--- src/rtl/xt_hb_rr_bridge.sv ---
// rtl/xt_hb_rr_bridge.sv - multi-master to multi-domain bridge with independent round-robin read/write channels
// Optional per-transaction timeout is compiled in with XT_HB_TIMEOUT_EN.

module xt_hb_rr_chan #(
  parameter int MASTER_NUM        = 2,
  parameter int DOMAIN_NUM        = 2,
  parameter int ADDR_WIDTH        = 32,
  parameter int MAPPED_ADDR_WIDTH = 24,
  parameter logic [ADDR_WIDTH-1:0] ADDR_SPLIT [DOMAIN_NUM] = '{32'h1000, 32'h2000},
  parameter int TIMEOUT_CYCLES    = 16,
  localparam int IW = (MASTER_NUM > 1) ? $clog2(MASTER_NUM) : 1,
  localparam int DW = (DOMAIN_NUM > 1) ? $clog2(DOMAIN_NUM) : 1
) (
  input  logic                           clk,
  input  logic                           rst_sync_n,
  input  logic [MASTER_NUM-1:0]          req_i,
  input  logic [MASTER_NUM*ADDR_WIDTH-1:0] addr_i,
  input  logic [DOMAIN_NUM-1:0]          finish_i,
  output logic [MASTER_NUM-1:0]          grant_o,
  output logic [MASTER_NUM-1:0]          done_o,
  output logic                           err_o,
  output logic [DOMAIN_NUM-1:0]          sel_o,
  output logic [MAPPED_ADDR_WIDTH-1:0]   maddr_o,
  output logic                           busy_o,
  output logic [IW-1:0]                  idx_o,
  output logic [DW-1:0]                  dom_o,
  output logic                           data_ok_o
);

  typedef enum logic {IDLE, BUSY} state_e;

  state_e                  state_q, state_d;
  logic [MASTER_NUM-1:0]   grant_q, grant_d;
  logic [IW-1:0]           idx_q, idx_d, ptr_q, ptr_d, pick;
  logic [ADDR_WIDTH-1:0]   addr, base, lo;
  logic [DW-1:0]           didx;
  logic                    hit, busy, req_g, active, unm, fin, tmo, done, found;

  always_comb begin
    addr = addr_i[idx_q*ADDR_WIDTH +: ADDR_WIDTH];
    hit  = 1'b0;
    didx = '0;
    base = '0;
    lo   = '0;
    // Splits are ascending, so the first bound above addr is the owning domain.
    for (int i = 0; i < DOMAIN_NUM; i++) begin
      if (!hit && addr < ADDR_SPLIT[i]) begin
        hit  = 1'b1;
        didx = DW'(i);
        base = lo;
      end
      lo = ADDR_SPLIT[i];
    end
  end

  assign busy   = (state_q == BUSY);
  assign req_g  = req_i[idx_q];
  assign active = busy && req_g;
  assign unm    = active && !hit;
  assign fin    = active && hit && finish_i[didx];

`ifdef XT_HB_TIMEOUT_EN
  localparam int CW = $clog2(TIMEOUT_CYCLES);
  logic [CW-1:0] cnt_q, cnt_d;

  assign tmo   = active && hit && !finish_i[didx] && (cnt_q == CW'(TIMEOUT_CYCLES - 1));
  assign cnt_d = (active && !done) ? cnt_q + 1'b1 : '0;

  always_ff @(posedge clk) begin
    if (!rst_sync_n) cnt_q <= '0;
    else             cnt_q <= cnt_d;
  end
`else
  assign tmo = 1'b0;
`endif

  assign done = unm || fin || tmo;

  always_comb begin
    sel_o = '0;
    for (int i = 0; i < DOMAIN_NUM; i++) sel_o[i] = active && hit && (didx == DW'(i));
  end

  assign grant_o   = grant_q;
  assign done_o    = done ? grant_q : '0;
  assign err_o     = unm || tmo;
  assign maddr_o   = (busy && hit) ? MAPPED_ADDR_WIDTH'(addr - base) : '0;
  assign busy_o    = busy;
  assign idx_o     = idx_q;
  assign dom_o     = didx;
  assign data_ok_o = fin;

  always_comb begin
    state_d = state_q;
    grant_d = grant_q;
    idx_d   = idx_q;
    ptr_d   = ptr_q;
    found   = 1'b0;
    pick    = '0;
    for (int k = 0; k < MASTER_NUM; k++) begin
      if (!found && req_i[(int'(ptr_q) + k) % MASTER_NUM]) begin
        found = 1'b1;
        pick  = IW'((int'(ptr_q) + k) % MASTER_NUM);
      end
    end
    case (state_q)
      IDLE: begin
        if (found) begin
          state_d       = BUSY;
          idx_d         = pick;
          grant_d       = '0;
          grant_d[pick] = 1'b1;
        end
      end
      BUSY: begin
        // A dropped request aborts the transaction but still rotates priority.
        if (done || !req_g) begin
          state_d = IDLE;
          grant_d = '0;
          ptr_d   = (idx_q == IW'(MASTER_NUM - 1)) ? '0 : idx_q + 1'b1;
        end
      end
      default: state_d = IDLE;
    endcase
  end

  always_ff @(posedge clk) begin
    if (!rst_sync_n) begin
      state_q <= IDLE;
      grant_q <= '0;
      idx_q   <= '0;
      ptr_q   <= '0;
    end else begin
      state_q <= state_d;
      grant_q <= grant_d;
      idx_q   <= idx_d;
      ptr_q   <= ptr_d;
    end
  end

endmodule

module xt_hb_rr_bridge #(
  parameter int MASTER_NUM        = 2,
  parameter int DOMAIN_NUM        = 2,
  parameter int ADDR_WIDTH        = 32,
  parameter int MAPPED_ADDR_WIDTH = 24,
  parameter logic [ADDR_WIDTH-1:0] ADDR_SPLIT [DOMAIN_NUM] = '{32'h1000, 32'h2000},
  parameter int TIMEOUT_CYCLES    = 16
) (
  input  logic                             clk,
  input  logic                             rst_sync_n,
  input  logic [MASTER_NUM-1:0]            m_read,
  input  logic [MASTER_NUM-1:0]            m_write,
  input  logic [MASTER_NUM*ADDR_WIDTH-1:0] m_raddr,
  input  logic [MASTER_NUM*ADDR_WIDTH-1:0] m_waddr,
  input  logic [MASTER_NUM*32-1:0]         m_wdata,
  input  logic [MASTER_NUM*2-1:0]          m_write_width,
  input  logic [DOMAIN_NUM*32-1:0]         domain_rdata,
  input  logic [DOMAIN_NUM-1:0]            read_finish,
  input  logic [DOMAIN_NUM-1:0]            write_finish,
  output logic [MASTER_NUM-1:0]            read_grant,
  output logic [MASTER_NUM-1:0]            write_grant,
  output logic [MASTER_NUM-1:0]            read_done,
  output logic [MASTER_NUM-1:0]            write_done,
  output logic                             read_err,
  output logic                             write_err,
  output logic [MASTER_NUM-1:0]            stall_req,
  output logic [31:0]                      hb_rdata,
  output logic [MAPPED_ADDR_WIDTH-1:0]     bus_raddr,
  output logic [MAPPED_ADDR_WIDTH-1:0]     bus_waddr,
  output logic [31:0]                      bus_wdata,
  output logic [1:0]                       bus_write_width,
  output logic [DOMAIN_NUM-1:0]            domain_ren,
  output logic [DOMAIN_NUM-1:0]            domain_wen
);

  localparam int IW = (MASTER_NUM > 1) ? $clog2(MASTER_NUM) : 1;
  localparam int DW = (DOMAIN_NUM > 1) ? $clog2(DOMAIN_NUM) : 1;

  logic          rd_busy, wr_busy, rd_ok, wr_ok;
  logic [IW-1:0] rd_idx, wr_idx;
  logic [DW-1:0] rd_dom, wr_dom;

  xt_hb_rr_chan #(
    .MASTER_NUM(MASTER_NUM), .DOMAIN_NUM(DOMAIN_NUM), .ADDR_WIDTH(ADDR_WIDTH),
    .MAPPED_ADDR_WIDTH(MAPPED_ADDR_WIDTH), .ADDR_SPLIT(ADDR_SPLIT), .TIMEOUT_CYCLES(TIMEOUT_CYCLES)
  ) u_rd (
    .clk(clk), .rst_sync_n(rst_sync_n), .req_i(m_read), .addr_i(m_raddr), .finish_i(read_finish),
    .grant_o(read_grant), .done_o(read_done), .err_o(read_err), .sel_o(domain_ren),
    .maddr_o(bus_raddr), .busy_o(rd_busy), .idx_o(rd_idx), .dom_o(rd_dom), .data_ok_o(rd_ok)
  );

  xt_hb_rr_chan #(
    .MASTER_NUM(MASTER_NUM), .DOMAIN_NUM(DOMAIN_NUM), .ADDR_WIDTH(ADDR_WIDTH),
    .MAPPED_ADDR_WIDTH(MAPPED_ADDR_WIDTH), .ADDR_SPLIT(ADDR_SPLIT), .TIMEOUT_CYCLES(TIMEOUT_CYCLES)
  ) u_wr (
    .clk(clk), .rst_sync_n(rst_sync_n), .req_i(m_write), .addr_i(m_waddr), .finish_i(write_finish),
    .grant_o(write_grant), .done_o(write_done), .err_o(write_err), .sel_o(domain_wen),
    .maddr_o(bus_waddr), .busy_o(wr_busy), .idx_o(wr_idx), .dom_o(wr_dom), .data_ok_o(wr_ok)
  );

  assign hb_rdata        = rd_ok ? domain_rdata[rd_dom*32 +: 32] : 32'h0;
  assign bus_wdata       = wr_busy ? m_wdata[wr_idx*32 +: 32] : 32'h0;
  assign bus_write_width = wr_busy ? m_write_width[wr_idx*2 +: 2] : 2'b00;
  assign stall_req       = (m_read & ~read_done) | (m_write & ~write_done);

  logic unused_ok;
  assign unused_ok = rd_busy ^ wr_ok;

endmodule
--- config.mk ---
export PLATFORM = sky130hd
export DESIGN_NAME = xt_hb_rr_bridge
export DESIGN_NICKNAME = d
export VERILOG_FILES = /design/src/rtl/xt_hb_rr_bridge.sv
export SDC_FILE = /design/constraint.sdc
export NUM_CORES = 1
export LEC_CHECK = 0
export ABC_CLOCK_PERIOD_IN_PS = 7200
export CORE_AREA = 2 2 154 156
export CTS_BUF_LIST = sky130_fd_sc_hd__clkbuf_4 sky130_fd_sc_hd__clkbuf_8
export CTS_CLUSTER_DIAMETER = 30
export DETAILED_ROUTE_END_ITERATION = 10
export DIE_AREA = 0 0 156 158
export HOLD_SLACK_MARGIN = 0.1
export PLACE_DENSITY = 0.51
export SETUP_SLACK_MARGIN = 0.2
export SYNTH_ARGS = -nofsm -noshare
export SYNTH_HDL_FRONTEND = slang
export SYNTH_SLANG_ARGS = --single-unit
--- constraint.sdc ---
create_clock -name clk -period 7.2 [get_ports clk]
set_input_delay 2.16 -clock clk [delete_from_list [all_inputs] [get_ports clk]]
set_output_delay 2.16 -clock clk [all_outputs]
set_load 0.03 [all_outputs]
; ---- Yosys cells after proc, flatten, opt, wreduce, memory -nomap -nowiden
; Cells that the tools add are included.
[totals]
output_inout_bits = 130
register_bits = 10
wordCells = 147
[op_classes]
n_eq_ne = 4
reduce_logical = 38
magnitude_cmp = 16
shifts = 5
add_sub_neg = 6
n_mux = 59
n_bitwise = 11
[op_table]
columns = op, n
row1 = indexed part select 64 x 7 -> 32 bit, 4
row2 = "less-than comparator 32 x 13 -> 1 bit, second input constant", 2
row3 = "less-than comparator 32 x 14 -> 1 bit, second input constant", 2
row4 = two-way mux 32 bit, 2
row5 = two-way mux 24 bit, 2
row6 = subtractor 24 bit, 2
row7 = two-way mux 1 bit, 40
row8 = two-way mux 13 bit, 2
row9 = logical AND 1 bit, 20
row10 = "less-than comparator 1 x 2 -> 1 bit, second input constant", 8
row11 = two-way mux 2 bit, 7
row12 = AND reduction 2 bit, 6
row13 = logical NOT 1 bit, 8
row14 = case mux 2 bit (2 select lines), 2
row15 = "less-than comparator 2 x 3 -> 1 bit, second input constant", 2
row16 = "adder 1 bit, second input constant", 4
row17 = AND 2 bit, 2
row18 = logical OR 1 bit, 4
row19 = "!= test 2 x 1 -> 1 bit, second input constant", 2
row20 = "!= test 2 bit, second input constant", 2
row21 = NOT 1 bit, 4
row22 = NOT 2 bit, 2
row23 = case mux 1 bit (2 select lines), 2
row24 = indexed part select 4 x 3 -> 2 bit, 1
row25 = other kinds (4), 7

; ---- Logic depth before layout (Yosys ltp)
[depth]
word_depth = 14
ltp_mapped = 12
mapped_depth_nobuf = 10

; ---- Hierarchy
; From an unflattened synthesis, not the netlist that was laid out.
[hier_totals]
cells_unflattened = 374
area_unflattened_um2 = 2860.2
[by_module_without_submodules]
columns = mod, cells_per_inst, seq_area_each_um2, area_per_inst_um2, instances
row1 = xt_hb_rr_bridge, 152, 0.0, 1251.2, 1
row2 = xt_hb_rr_chan at u_rd, 112, 100.1, 805.8, 1
row3 = xt_hb_rr_chan at u_wr, 110, 100.1, 803.3, 1

; ---- Worst setup path after synthesis
; OpenSTA, ideal clock, no wires.
[synth_path]
kind = input to output
start = input m_raddr[51]
end = output bus_raddr[14]
n_path_buf = 1
required_time_ns = 5.040
path_slack_ns = 0.462
arrival_ns = 4.578
cell_stages = 10
path_cell_list = nor4b_1 -> o21ai_1 -> a2111oi_4 -> buf_6 -> ha_1 -> ha_1 -> o211ai_1 -> nor2_1 -> xor2_1 -> nor2_1
[synth_between]
elab_chain_cells = 8
word_cells_on_any_way = 11
classes_between = add/sub (1) / order compare (2) / shift (1) / mux (4) / reduce/logical (3)
[synth_lines]
columns = element, line
row1 = from (decl), 155  ; input logic [MASTER_NUM*ADDR_WIDTH-1:0] m_raddr,
row2 = indexed part select 64 x 7 -> 32 bit *, 40  ; addr = addr_i[idx_q*ADDR_WIDTH +: ADDR_WIDTH];
row3 = less-than comparator 32 x 13 -> 1 bit, 47  ; if (!hit && addr < ADDR_SPLIT[i]) begin
row4 = two-way mux 1 bit, 47
row5 = logical NOT 1 bit, 47
row6 = logical AND 1 bit, 47
row7 = two-way mux 13 bit / two-way mux 1 bit (equally long branches), 47
row8 = subtractor 24 bit / logical AND 1 bit (equally long branches), 87  ; assign maddr_o = (busy && hit) ? MAPPED_ADDR_WIDTH'(addr - base) : '0;
row9 = two-way mux 24 bit *, 87
row10 = to (decl), 170  ; output logic [MAPPED_ADDR_WIDTH-1:0] bus_raddr,
; Every way passes the cells marked *; elsewhere a longest branch is shown, timed or not.

; ---- Final worst setup path
; Ends and elaborated chain as after synthesis.

==> run metrics <==
Layout area overhead=175%; worst-path maximum fanout=5; Cells after Synth=375; drt drc=0; Arr. time, crit path=4.70 ns; average routed wire per standard cell=15.8 um; Netlist Area Pre-Place=2560 um2; Placeable Area=23,100 um2; fin crit period=6.86 ns; commonest register cell after synthesis=dfxtp_1; CP Launch Type=input port; CP cell instances=clkdlybuf4s50_1 -> nor4b_2 -> o21ai_1 -> a2111oi_4 -> ha_1 -> ha_1 -> o211ai_1 -> nor2_1 -> xor2_1 -> buf_4 -> nor2_1 -> buf_4; post-route ant nets=0; Critical Path Max Stage Delay=0.42 ns; Slew headroom=35.7%; top cells by area, synth=mux2i_1, nor2_1, dfxtp_1, nor4_1, a21oi_1; clock-pin slew on the worst setup and hold paths=0.05 ns; overall routing resource usage=12.3%; htree depth=1; #FFs+latches synth=10; RSZ-0062 raised after global routing=no; peak supply drop=38.8 uV; Pwr Total=0.000461 W; nets@finish=1,046; Mapped Avg Cell Area=6.84 um2; max_cap viols=0; Final Worst Setup Slack=0.341 ns; Post-Layout Cell Count=1,061; CTS max path bufs=2; vias in the first global route=4,376; Placed Cells incl. Taps=1,053; Inserted Clock Buffers=3; CTS sink cnt=10; Hold Path Class=reg2reg; share of cells above drive strength 1=18.0%; via count=4,229; Leak=2.66 nW; crit path max-delay cell type=clkdlybuf4s50_1; crit path capture type=output port; fraction of registers with async set or reset after synthesis=0%; port bufs=399; die width=156 um; Worst-Skew Late Latency=0.24 ns; # IOs=400; first-pass GRT wire length=23.4 mm; Via density=3.99; Yosys warnings=0; met2 usage=27.0%; Starting Density=11.1%; Syn Nets=649; endpoints failing setup=0; cts hold-fix bufs=0; global-route layer with the greatest usage=met2; Post-Route WL=16.8 mm; outcome=finished, final reports clean; worst path required time=5.04 ns; CP Buf/Inv Count=3; Initial DRC Count=84; CTS tree=yes; die extent in y=158 um; final slew viol count=0; Slew @ Worst Pin=0.964 ns; RD Place Congestion=0.733; Cell Pwr Density=65.5 nW/um2; Max Freq=146 MHz; fill count=2,533; most instantiated cells after synthesis=nor2_1, mux2i_1, clkbuf_1; Post-synth EDFFs=0; Synth cell types=36; Synth area leader=mux2i_1; Detail Placement HPWL=14.8 mm; CP delay by family, top=buffers and inverters; Setup Total Neg Slack=0 ns; GR Layer Usage met3=4.16%; Final period util=95.3%; sequential area share after synthesis=7.81%; largest net degree at the start of global routing=37; post-synth top area share=39.0%; antenna fix cells=0; clk_skew=0.00201 ns; Post-Place Worst Slack=-0.0405 ns; die area=24,600 um2; GR Overflow Total=0; initial antenna violation count=1; Site Rows=56; Util after Layout=30.6%; GR met1 Demand/Resource=10.9%; most common cell in the netlist=nor2_1; 1st-pass router iterations=4; Setup CP Type=in2out; final hold violation count=0; clk root buf=clkbuf_8
worst reg2reg max path: cells and delay by family, from the launching register on:
| family | cells | cell delay, ns |
|---|---|---|
| compound gates | 1 | 0.14 |
| flops | 1 | 0.72 |
| mux | 2 | 1.24 |
| simple gates | 2 | 0.65 |
stage by stage:
stage / cell area [um2] / hold slack (ns)
floorplan: 2560 / 0.430
global placement: 6780 / 0.451
detailed placement: 6780 / 0.456
CTS: 6890 / 0.463
global route: 7040 / 0.478
finish: 7040 / 0.457
where the power goes:
| group | switching [W] | internal [W] | leakage [nW] |
|---|---|---|---|
| clock network | 0.0000229 | 0.0000481 | 0.0288 |
| registers | 0.0000147 | 0.0000603 | 0.0835 |
| logic | 0.000117 | 0.000198 | 2.55 |
flip-flops by register name, indices dropped and copies added, names as in the netlist:
name          flops
u_rd.grant_o      2
u_wr.grant_o      2
u_rd.busy_o       1
u_rd.idx_o        1
u_rd.ptr_q        1
u_wr.busy_o       1
u_wr.idx_o        1
u_wr.ptr_q        1
timing repair:
| item | 4_1_cts | 5_1_grt |
|---|---|---|
| gates resized for setup | 8 | 26 |
| buffers inserted | 0 | 4 |
| pin swaps | 0 | 12 |
| setup endpoints to repair | 10 | 33 |
logic make-up after synthesis:
logic type               Yosys count  share of synthesized area [%]
AO/OA/AOI/OAI                     34                           9.37
XOR/XNOR                           3                           1.03
adder cells (fa/ha/maj)            4                           1.95
buffers and inverters             32                           6.34
flip-flops                        10                           7.81
multiplexers                     103                           40.4
AND/OR/NAND/NOR                  189                           33.1
final timing paths:
| check | start | to | slack [ns] | cells after the start |
|---|---|---|---|---|
| hold reg to reg | u_rd.ptr_q$_SDFFE_PN0P_ | u_rd.ptr_q$_SDFFE_PN0P_ | 0.46 | 2 |
| setup reg to reg | u_wr.idx_o$_SDFFE_PN0P_ | u_wr.ptr_q$_SDFFE_PN0P_ | 4.34 | 5 |
| hold / removal | u_rd.ptr_q$_SDFFE_PN0P_ | u_rd.ptr_q$_SDFFE_PN0P_ | 0.46 | 2 |
| setup / recovery | m_raddr[51] | bus_raddr[14] | 0.34 | 12 |
per-layer routing:
layer  routed length (um)  up-vias  share of wire, %
met5                    0        -                 0
met4                   80        0              0.48
met3                 1770        6                11
met2                 9560      243                57
met1                 5400     1868                32
li1                     -     2112                 -
final cells by class:
type	instances	area (um2)	area share [%]
clock buffer	4	55.1	0.782
inverter	7	26.3	0.373
timing repair buffer	417	4030	57.3
multi-input combinational	333	2360	33.5
sequential	10	204	2.90
tap	290	363	5.15
layout by cell type (no fill, tap or decap), types with 2 or more instances in the layout:
cell,synthesis,layout
clkdlybuf4s50_1,0,307
nor2_1,125,124
mux2i_1,100,100
buf_4,0,95
nand2_1,14,14
a21oi_1,12,12
nor4_2,0,11
dfxtp_1,10,9
nand3_1,9,8
buf_12,0,8
inv_1,7,7
dlymetal6s2s_1,0,7
o21ai_0,6,6
and2_1,5,5
o211ai_1,4,4
clkbuf_8,0,4
mux2_2,3,3
xor2_1,3,3
nor2b_1,4,3
a31oi_1,3,3
ha_1,4,3
nor4_4,1,2
nor4b_2,0,2
nand3_2,1,2
nor3_2,0,2
a22oi_2,0,2
nor4b_1,4,2
a2111oi_4,1,2
nor3_1,4,2
nor4_1,14,2
and3_1,2,2
nand2b_1,2,2
or3_1,2,2
Note: power is estimated with default switching activity, not from simulation.
==> RTL change 1: new RTL, same flow settings <==
Build with the macro `XT_HB_TIMEOUT_EN` defined.
--- a/src/rtl/xt_hb_rr_bridge.sv
+++ b/src/rtl/xt_hb_rr_bridge.sv
@@ -1,5 +1,7 @@
 // rtl/xt_hb_rr_bridge.sv - multi-master to multi-domain bridge with independent round-robin read/write channels
 // Optional per-transaction timeout is compiled in with XT_HB_TIMEOUT_EN.
+
+`define XT_HB_TIMEOUT_EN
 
 module xt_hb_rr_chan #(
   parameter int MASTER_NUM        = 2,
Function: same outputs for any inputs over 4 cycles, from zero or initial values and one cycle with rst_sync_n low; that may be too few to reach the edited logic, so the function may still have changed.
==> RTL change 1 against the original RTL <==
- critical path depth decreased by 1
- total power increased by 9.2%
- final area increased by 0.69%
- sequential cell count increased by 8
- synthesized cell count increased by 6.7%
- worst setup slack got worse by 0.021 ns
- routed wire length decreased by 0.99%
- synthesized area increased by 9.6%
- count of clock-buffer cells in the layout unchanged
- critical endpoint is now bus_raddr[22]
- largest power group unchanged
==> RTL change 1: results (changes against the original RTL) <==
- Clk_lat worst skew: 0.26 ns (+0.02 ns)
- WL met3: 1.26 mm (-29%)
- Hold Startpoint: u_rd.cnt_q[0]
- Overall Global Routing Usage: 11.8% (-0.44 points)
- GR Util met1: 14.6% (+3.7 points)
- Run status: completed
- Max VDD drop: 0.0355 mV (-8.5%)
- Synth top area cells: mux2i_1 35%, nor2_1 16%, dfxtp_1 13%, ha_1 2.7%, nor4_1 2.4%
- Fin Hold WS: 0.449 ns (-0.00799 ns)
- Placed cell area: 6920 um2 (+2.0%)
- Setup crit start: m_raddr[28]
- Via count: 4,220 (-0.21%)
- Max layer used: met5
- Worst Tran Pin Value: 0.625 ns (-0.339 ns)
- Share of post-route cells with drive strength above 1: 16.1% (-2.0 points)
- Reg2reg path depth: 6 (+1)
- Worst Hold Depth: 1 (-1)
- First-pass GRT wire length: 22.8 mm (-2.3%)
- Synth cell count leaders: 123 x nor2_1, 99 x mux2i_1, 18 x dfxtp_1, 14 x nand2_1, 13 x inv_1
- Hold Path Sink: u_rd.cnt_q[0]
- P per Cell Area: 71.0 nW/um2 (+8.5%)
- H-tree levels: 1 (unchanged)
- Post-Route Skew: 0.00216 ns (+0.000146 ns)
- Number of fill cells: 2,448 (-3.4%)
- Flop2flop setup slack: 4.24 ns (-0.10 ns)
- RePlAce Congestion: 0.809 (+10%)
- Part of the Yosys area used for sequential elements: 12.8% (+5.0 points)
- Largest net degree at the start of global routing: 40 (+8.1%)
- Gate power share: 60.6% (-7.7 points)
- Routed WL per cell: 15.4 um (-2.8%)
- Number of global-route vias before repair: 4,001 (-8.6%)
- Post-synth cell types: 40 (+11%)
- Detailed Route Iter0 Violations: 154 (+83%)
- Clk slew on worst S/H paths: 0.07 ns (+0.02 ns)
- Fin cells: 1,081 (+1.9%)
- Syn Nets: 676 (+4.2%)
- P_leak: 2.67 nW (+0.50%)
- CP delay by family, top: simple AND/OR/NAND/NOR gates
- Ant diodes: 0 (unchanged)
- Setup WS pre-CTS: 0.191 ns (+0.231 ns)
- Crit path time final: 6.88 ns (+0.0211 ns)
- M1 WL: 6.66 mm (+23%)
- Metal2 WL: 8.55 mm (-11%)
- Synth Instances: 400 (+6.7%)
- Sw power: 0.000158 W (+2.0%)
- GR met3 Demand/Resource: 2.44% (-1.7 points)
==> RTL change 1: cell types whose count changed after synthesis, moves of 3 or more <==
cell      unedited run  this run
o21ai_0              6        11
and3_1               2         7
inv_1                7        13
nor4_1              14        11
buf_1                1         8
dfxtp_1             10        18
clkbuf_1            15        12
==> RTL change 1: logic make-up after synthesis <==
group | synth area share [%]
xor+xnor | 1.87
buf+inv | 6.64
flops | 12.8
compound gates | 9.31
simple gates | 29.8
mux | 36.9
fa+ha+maj | 2.67
==> RTL change 1: repair_timing <==
action | in CTS | in global routing
buffers inserted | 1 | 4
resized for setup | 1 | 14
endpoints found under the setup margin | 10 | 10
hold buffers | 0 | 0
endpoints found under the hold margin | 0 | 0
pin swaps | 1 | 8
==> RTL change 1: area by class of cell <==
type	count	area [um2]	area share [%]
clock buffer	4	55.1	0.776
inverter	13	48.8	0.688
timing repair buffer	414	3920	55.3
multi-input combinational	342	2340	33.0
sequential	18	362	5.10
tap	290	363	5.12
==> RTL change 2: new RTL, config.mk and constraints unchanged <==
Without the edit above. Register the output `write_err`, without a reset; this adds one clock of latency there. The other outputs are not delayed to match.
--- a/src/rtl/xt_hb_rr_bridge.sv
+++ b/src/rtl/xt_hb_rr_bridge.sv
@@ -178,6 +178,8 @@
   localparam int IW = (MASTER_NUM > 1) ? $clog2(MASTER_NUM) : 1;
   localparam int DW = (DOMAIN_NUM > 1) ? $clog2(DOMAIN_NUM) : 1;
 
+  logic write_err_d;
+
   logic          rd_busy, wr_busy, rd_ok, wr_ok;
   logic [IW-1:0] rd_idx, wr_idx;
   logic [DW-1:0] rd_dom, wr_dom;
@@ -196,7 +198,7 @@
     .MAPPED_ADDR_WIDTH(MAPPED_ADDR_WIDTH), .ADDR_SPLIT(ADDR_SPLIT), .TIMEOUT_CYCLES(TIMEOUT_CYCLES)
   ) u_wr (
     .clk(clk), .rst_sync_n(rst_sync_n), .req_i(m_write), .addr_i(m_waddr), .finish_i(write_finish),
-    .grant_o(write_grant), .done_o(write_done), .err_o(write_err), .sel_o(domain_wen),
+    .grant_o(write_grant), .done_o(write_done), .err_o(write_err_d), .sel_o(domain_wen),
     .maddr_o(bus_waddr), .busy_o(wr_busy), .idx_o(wr_idx), .dom_o(wr_dom), .data_ok_o(wr_ok)
   );
 
@@ -208,4 +210,8 @@
   logic unused_ok;
   assign unused_ok = rd_busy ^ wr_ok;
 
+  always_ff @(posedge clk) begin
+      write_err <= write_err_d;
+  end
+
 endmodule
Behaviour: not the same (a bounded check fails within 4 cycles, from zero or initial values and one cycle with rst_sync_n low).
==> RTL change 2 against the original RTL <==
- sequential cell count increased by 1
- synthesized area increased by 6.2%
- via count is 9.2% higher
- routed wire length grew 5.8%
- die area unchanged
- total power grew 2.7%
- final area hardly changed
- worst setup slack got worse by 0.052 ns
- critical endpoint unchanged
- largest cell class unchanged
- highest routed layer unchanged
==> RTL change 2: results (changes against the original RTL) <==
- Run status: completed
- Post-Route Skew: 0.000279 ns (-0.00173 ns)
- Overall Global Routing Usage: 12.9% (+0.65 points)
- Synth top area cells: mux2i_1 25%, nor2_1 13%, a21oi_1 8.5%, dfxtp_1 8.1%, o21ai_0 7.2%
- Via count: 4,618 (+9.2%)
- Mux cell area share after synthesis: 26.0% (-14 points)
- Critical Path Max Stage Delay: 0.58 ns (+0.16 ns)
- Placed cell area: 6900 um2 (+1.8%)
- DP Wirelength: 14.8 mm (about the same)
- Detailed Route Iter0 Violations: 240 (+190%)
- Synth cell count leaders: 92 x nor2_1, 67 x mux2i_1, 46 x a21oi_1, 39 x o21ai_0, 38 x nand3_1
- First-pass GRT wire length: 24.9 mm (+6.6%)
- Synth Area in XOR/XNOR: 0.322% (-0.70 points)
- Share of post-route cells with drive strength above 1: 16.3% (-1.7 points)
- Power share of the clock group: 14.0% (-1.4 points)
- Setup WS pre-CTS: 0.219 ns (+0.259 ns)
- Largest net degree at the start of global routing: 45 (+22%)
- Post-synthesis adder-cell area fraction: 1.84% (-0.11 points)
- Initial antenna violation count: 0 (-1)
- Mean Syn Cell Area: 6.32 um2 (-7.6%)
- Number of fill cells: 2,472 (-2.4%)
- Total Power: 0.000474 W (+2.7%)
- Post-synth cell types: 46 (+28%)
- Routed WL per cell: 16.1 um (+1.7%)
- Final WL: 17.8 mm (+5.8%)
- Post-synthesis compound-gate area fraction: 21.9% (+12 points)
- Nets: 1,089 (+4.1%)
- P_leak: 2.62 nW (-1.6%)
- Final instance area: 7050 um2 (about the same)
- Sw power: 0.000166 W (+7.4%)
- P_comb: 0.000331 W (+5%)
- Syn Nets: 705 (+8.6%)
- Worst Tran Pin Value: 0.786 ns (-0.177 ns)
- Part of the Yosys area used for sequential elements: 8.08% (+0.28 points)
- Crit-path slowest cell: or4_4
- RePlAce Congestion: 0.758 (+3.4%)
[RTL change 2: cell count changes after synthesis, moves of 4 or more]
cell,change
a21oi_1,+34
mux2i_1,-33
nor2_1,-33
o21ai_0,+33
nand3_1,+29
nor3_1,+16
clkbuf_1,+7
nor4_1,-6
and2_1,-4
[RTL change 2: cell type report]
| cell class | instances | area share [%] |
|---|---|---|
| Timing Repair Buffer | 413 | 56.4 |
| Clock buffer | 4 | 0.692 |
| Multi-Input combinational cell | 377 | 34.1 |
| Sequential cell | 11 | 3.18 |
| Inverter | 9 | 0.479 |
| Tap cell | 290 | 5.15 |
[RTL change 2: worst paths after layout]
kind                             startpoint               to  slack, ns  depth (start not counted)
worst max-delay path            m_raddr[61]    bus_raddr[14]       0.29                         11
worst min-delay path             u_wr.ptr_q       u_wr.ptr_q       0.48                          2
worst max register to register   u_rd.idx_o  u_rd.grant_o[1]       4.55                          6
worst min register to register   u_wr.ptr_q       u_wr.ptr_q       0.48                          2
[RTL change 2: metal layers]
layer / wire [um] / track usage [%] / vias up
met1: 6650 / 14.1 / 2029
met2: 9150 / 25.0 / 252
met5: 0 / 0 / -
met3: 1790 / 4.08 / 12
met4: 190 / 1.49 / 0
li1: - / - / 2325
[RTL change 2: logic make-up after synthesis]
group,Yosys count
XOR/XNOR,1
AND/OR/NAND/NOR,197
flip-flops,11
adder cells (fa/ha/maj),4
multiplexers,70
AO/OA/AOI/OAI,105
buffers and inverters,43
[RTL change 2: repair_timing]
item / CTS / global route
setup endpoints to repair: 0 / 21
resized for setup: 0 / 20
buffers inserted: 0 / 1
[RTL change 2: worst max-delay path, delay by kind of cell]
family,cells,cell delay (ns)
AOI/OAI and AO/OA,3,0.46
and+or+nand+nor,4,1.19
buffers and inverters,2,0.61
adders and majority gates,2,0.32
